`src/rtl/ram_fifo_ctrl_pkg.sv`:
```
// Shared sizing constants and controller state encoding for the RAM-backed FIFO.
package ram_fifo_ctrl_pkg;

   localparam int DATA_W = 8;
   localparam int ADDR_W = 6;
   localparam int DEPTH  = 64;
   localparam int CNT_W  = 7;

   typedef enum logic {
      ST_INIT = 1'b0,
      ST_RUN  = 1'b1
   } state_t;

endpackage

```
`src/rtl/ram_fifo_ctrl_dpram.sv`:
```
// Dual-port RAM with registered outputs; a read on a slot being written returns the old data.
module ram_fifo_ctrl_dpram
   import ram_fifo_ctrl_pkg::*;
(
   input  logic              clk,
   input  logic              rst,
   input  logic              en_a,
   input  logic              wre_a,
   input  logic [ADDR_W-1:0] addr_a,
   input  logic [DATA_W-1:0] din_a,
   output logic [DATA_W-1:0] dout_a,
   input  logic              en_b,
   input  logic              wre_b,
   input  logic [ADDR_W-1:0] addr_b,
   input  logic [DATA_W-1:0] din_b,
   output logic [DATA_W-1:0] dout_b
);

   logic [DATA_W-1:0] mem [DEPTH];

   // NOTE: the array has no reset; clearing it is the controller's job, so it maps onto block RAM.
   always_ff @(posedge clk) begin
      if (en_a && wre_a) mem[addr_a] <= din_a;
      if (en_b && wre_b) mem[addr_b] <= din_b;
   end

   always_ff @(posedge clk or posedge rst) begin
      if (rst) begin
         dout_a <= '0;
         dout_b <= '0;
      end else begin
         if (en_a) dout_a <= mem[addr_a];
         if (en_b) dout_b <= mem[addr_b];
      end
   end

endmodule

```
`src/rtl/ram_fifo_ctrl.sv`:
```
// 64-entry FIFO controller over a dual-port RAM: clears the RAM after reset, then runs push/pop.
module ram_fifo_ctrl
   import ram_fifo_ctrl_pkg::*;
#(
   parameter int AF_LEVEL = 56
) (
   input  logic              clk,
   input  logic              rst,
   input  logic              wr_en,
   input  logic [DATA_W-1:0] wr_data,
   input  logic              rd_en,
   output logic [DATA_W-1:0] rd_data,
   output logic              rd_valid,
   output logic              full,
   output logic              empty,
   output logic              almost_full,
   output logic [CNT_W-1:0]  count,
   output logic              init_busy,
   output logic              ovf_err,
   output logic              udf_err
);

   localparam logic [CNT_W-1:0]  AF_CNT    = CNT_W'(AF_LEVEL);
   localparam logic [CNT_W-1:0]  FULL_CNT  = CNT_W'(DEPTH);
   localparam logic [ADDR_W-1:0] LAST_ADDR = ADDR_W'(DEPTH - 1);

   state_t            state;
   logic [ADDR_W-1:0] init_addr;
   logic [ADDR_W-1:0] wr_ptr;
   logic [ADDR_W-1:0] rd_ptr;
   logic [CNT_W-1:0]  count_next;
   logic              run;
   logic              pop_ok;
   logic              push_ok;

   logic              ram_en_a;
   logic [ADDR_W-1:0] ram_addr_a;
   logic [DATA_W-1:0] ram_din_a;
   logic [DATA_W-1:0] ram_dout_a_unused;

   assign run = (state == ST_RUN);

   // empty is checked before any same-cycle push, so a pop never bypasses into a fresh write.
   assign pop_ok  = run && rd_en && !empty;
   assign push_ok = run && wr_en && (!full || pop_ok);

   // NOTE: every combinational output gets a default first so no path can infer a latch.
   always_comb begin
      count_next = count;
      if (push_ok && !pop_ok)      count_next = count + 1'b1;
      else if (pop_ok && !push_ok) count_next = count - 1'b1;
   end

   always_comb begin
      ram_en_a   = push_ok;
      ram_addr_a = wr_ptr;
      ram_din_a  = wr_data;
      if (!run) begin
         ram_en_a   = 1'b1;
         ram_addr_a = init_addr;
         ram_din_a  = '0;
      end
   end

   // NOTE: all state uses non-blocking assignments so every register samples pre-edge values.
   always_ff @(posedge clk or posedge rst) begin
      if (rst) begin
         state       <= ST_INIT;
         init_addr   <= '0;
         wr_ptr      <= '0;
         rd_ptr      <= '0;
         count       <= '0;
         full        <= 1'b1;
         empty       <= 1'b1;
         almost_full <= 1'b0;
         init_busy   <= 1'b1;
         rd_valid    <= 1'b0;
         ovf_err     <= 1'b0;
         udf_err     <= 1'b0;
      end else begin
         case (state)
            ST_INIT: begin
               rd_valid  <= 1'b0;
               init_addr <= init_addr + 1'b1;
               if (init_addr == LAST_ADDR) begin
                  state     <= ST_RUN;
                  init_busy <= 1'b0;
                  full      <= 1'b0;
                  empty     <= 1'b1;
               end
            end
            ST_RUN: begin
               rd_valid    <= pop_ok;
               if (push_ok) wr_ptr <= wr_ptr + 1'b1;
               if (pop_ok)  rd_ptr <= rd_ptr + 1'b1;
               count       <= count_next;
               full        <= (count_next == FULL_CNT);
               empty       <= (count_next == '0);
               almost_full <= (count_next >= AF_CNT);
               if (wr_en && full && !pop_ok) ovf_err <= 1'b1;
               if (rd_en && empty)           udf_err <= 1'b1;
            end
            default: state <= ST_INIT;
         endcase
      end
   end

   ram_fifo_ctrl_dpram u_ram (
      .clk    (clk),
      .rst    (rst),
      .en_a   (ram_en_a),
      .wre_a  (1'b1),
      .addr_a (ram_addr_a),
      .din_a  (ram_din_a),
      .dout_a (ram_dout_a_unused),
      .en_b   (pop_ok),
      .wre_b  (1'b0),
      .addr_b (rd_ptr),
      .din_b  ('0),
      .dout_b (rd_data)
   );

endmodule

```
`config.mk`:
```
export PLATFORM = sky130hd
export DESIGN_NAME = ram_fifo_ctrl
export DESIGN_NICKNAME = d
export VERILOG_FILES = /design/src/rtl/ram_fifo_ctrl_pkg.sv /design/src/rtl/ram_fifo_ctrl_dpram.sv /design/src/rtl/ram_fifo_ctrl.sv
export SDC_FILE = /design/constraint.sdc
export NUM_CORES = 1
export LEC_CHECK = 0
export ABC_AREA = 1
export CORE_MARGIN = 10
export CORE_UTILIZATION = 40
export CTS_BUF_LIST = sky130_fd_sc_hd__clkbuf_8
export DETAILED_ROUTE_END_ITERATION = 6
export PLACE_DENSITY = 0.52
export SETUP_SLACK_MARGIN = 0.5
export SYNTH_ARGS = -nofsm -noshare
export SYNTH_HDL_FRONTEND = slang
export SYNTH_SLANG_ARGS = --single-unit
```
`constraint.sdc`:
```
create_clock -name clk -period 2.65 [get_ports clk]
set_input_delay 0.265 -clock clk [delete_from_list [all_inputs] [get_ports clk]]
set_output_delay 0.265 -clock clk [all_outputs]
set_load 0.02 [all_outputs]
```
==> flow_summary.toml <==
[grt]
grt_pass1_vias = 16632
grt_pass1_wl_um = 101600
grt_max_degree = 65
antenna_found_initial = 1
grt_overflow = 0
gr-usage-all-layers = 0.1898

[sta]
layout_min_cycle_time_ns = 2.095
worst_slack_ns = 0.5552
final_max_slew_viol_count = 0
rsz0062_at_grt = "yes"
period_share = 0.7905
setup_viol = 0
timing.setup.tns_ns = 0
worst_pin_slew_ns = 0.8857
fin_worst_skew_ns = 0.03545
hold_violations = 0
slew_headroom = 0.4086
fmax_mhz = 477.4

[cells_and_area]
fin_util = 0.4725
nNetsFinal = 2462
drive_above_1_share = 0.1347
fin_area_um2 = 27990
area_growth_pct = 16.51

[clocking]
cts_max_level = 3
clkLatencyLatePin_ns = 0.68
clock_sinks = 553
cts-root-buf = "clkbuf_8"
cts_hold_buf = 0
cts_buffers = 92
clock_path_buffers = 3
cts_tree = "yes"
clk_pin_slew_ns = 0.06

[setup_path]
cpPeakStageDelay_ns = 0.46
r2r_cells = 6
cp_slowest_cell = "dfrtp_2"
ff2ff_setup_slack_ns = 0.56
cp_top_family = "buffers and inverters"
crit_path_max_fanout = 11
worst_r2r_endpoint = "u_ram.mem[59][1]"
cp_data_arrival_time_ns = 2.50
cp-start-kind = "register"
crit_chain = "buf_6 -> o21ai_2 -> inv_2 -> nand2_2 -> nor2_1 -> buf_4"
critPathKind = "register to register"
end_kind = "register"
crit_buf_inv = 3
r2r-start = "run"
cp.required_ns = 3.06

[power]
p_leak_uw = 0.01126
powerDensity_nw_per_um2 = 580.7
ir_worst_vdd_mv = 0.3623

[floorplanning]
core-area_um2 = 59240
dieArea_um2 = 70270
dieWidth_um = 265.1
rows = 89
ios = 34
initial_utilization = 0.4056
die_height_um = 265.1

[yosys]
syn-num-nets = 2300
async_flop_share = 0.07414
synth_cells = 2283
ys_seq_area_frac = 0.6828
yosysMostFrequentCell = "nand2_1"
synth_area_leaders = "edfxtp_1 (64%), nand2_1 (12%), nand3_1 (6.4%), dfrtp_1 (4.0%), inv_1 (3.6%)"
yosys_warnings = 0
yosys.area.top_type = "edfxtp_1"
syn_area_um2 = 24030
syn_avg_cell_area_um2 = 10.52
synth_seq_cells = 553
synth_edf_count = 512
synth_ff_type = "edfxtp_1"
synth_top_area_frac = 0.6399
synth_common_cells = "nand2_1 (758), edfxtp_1 (512), nand3_1 (306), inv_1 (232), nor2_1 (168)"
synth_cell_types = 39

[place]
placed_area_um2 = 25840
gp_congestion = 0.8442
io_buffer_count = 33
dp_slack_ns = 0.2798
dp.final_hpwl_um = 40680

[route]
via_per_inst = 5.126
drt_pre_antenna_iters = 7
ant_nets = 0
first_iter_violations = 1600
routedWlPerCell_um = 20.80
vias = 16869
drt_wl_total_um = 68470
drc = 0

[run_status]
outcome = "finished, final reports clean"

[run]
maxCapViolCount = 0

[hold_path]
hold_path.class = "input port to asynchronous set/reset pin"
==> final cells by class <==
class / instances / area [um^2]
Antenna cell: 1 / 2.502
Clock buffer: 99 / 1363
Clock inverter: 67 / 281.5
Fill cell: 5609 / 31250
Inverter: 244 / 945.9
Multi-Input combinational cell: 1378 / 6181
Sequential cell: 553 / 16410
Tap cell: 773 / 967.2
Timing Repair Buffer: 175 / 1832
Timing Repair inverter: 1 / 8.758
==> report_power, final <==
part           internal (uW)  switching, uW
clock network           3430           3390
logic                   15.2           19.1
registers               9400              0
==> cells in the final DEF (no fill, tap or decap), types with 6 or more instances in the layout <==
master,count
nand2_1,753
inv_1,259
buf_16,8
o211ai_1,24
clkbuf_8,99
buf_12,15
nor2_1,153
clkinv_1,19
o21ai_1,6
edfxtp_1,512
nor2_2,16
clkdlybuf4s50_1,28
o21ai_0,16
buf_6,6
and3_1,8
a21oi_1,24
inv_2,18
xor2_1,16
nand3_1,302
dfrtp_1,35
buf_4,107
nand2_2,10
clkinv_2,6
==> layer usage <==
metal / wire length (um) / GRT usage
met3: 4171 / 0.03229
met4: 1369 / 0.05793
met1: 30400 / 0.2563
met2: 32530 / 0.3094
met5: 0 / 0
==> what timing repair did <==
action,4_1_cts,5_1_grt
endpoints found under the setup margin,135,507
pin swaps,0,5
gates cloned,2,5
resized for setup,22,45
buffers inserted,4,8
==> cells by family (layout without fill, tap and decap cells) <==
logic type | Yosys count | in the layout | synth area share
AND/OR/NAND/NOR | 1272 | 1273 | 0.2216
flip-flops | 553 | 553 | 0.6828
buffers and inverters | 353 | 586 | 0.06478
AO/OA/AOI/OAI | 81 | 81 | 0.02119
XOR/XNOR | 18 | 18 | 0.006561
adder cells (fa/ha/maj) | 5 | 5 | 0.002604
multiplexers | 1 | 1 | 0.0004686
other | 0 | 1 | 0
==> worst max-delay path by stage <==
stage | startpoint | to | slack [ns] | cells after the start
6_report | run | u_ram.mem[59][1] | 0.56 | 6
5_1_grt | rd_ptr[0] | u_ram.dout_b[3] | 0.46 | 14
4_1_cts | run | u_ram.mem[8][3] | 0.47 | 7
3_5_place_dp | wr_en | u_ram.mem[6][1] | 0.28 | 8
3_3_place_gp | wr_en | u_ram.mem[22][5] | 0.28 | 8
2_1_floorplan | run | u_ram.mem[45][0] | 0.49 | 7
==> registers in the layout, indices dropped and copies added, names as in the netlist <==
signal        cells
almost_full       1
count             7
empty             1
full              1
init_addr         6
init_busy         1
ovf_err           1
rd_ptr            6
rd_valid          1
run               1
u_ram.dout_b      8
u_ram.mem       512
udf_err           1
wr_ptr            6
==> per-stage QoR <==
| step | power, uW | cells | hold WS [ns] |
|---|---|---|---|
| floorplan | 9588 | 2283 | 0.4419 |
| global placement | 9614 | 3105 | 0.4564 |
| global route | 16860 | 3291 | 0.1180 |
| CTS | 16450 | 3277 | 0.07146 |
| detailed placement | 9615 | 3105 | 0.4616 |
| finish | 16260 | 3291 | 0.09497 |
Power figures use the tool's default switching activity.
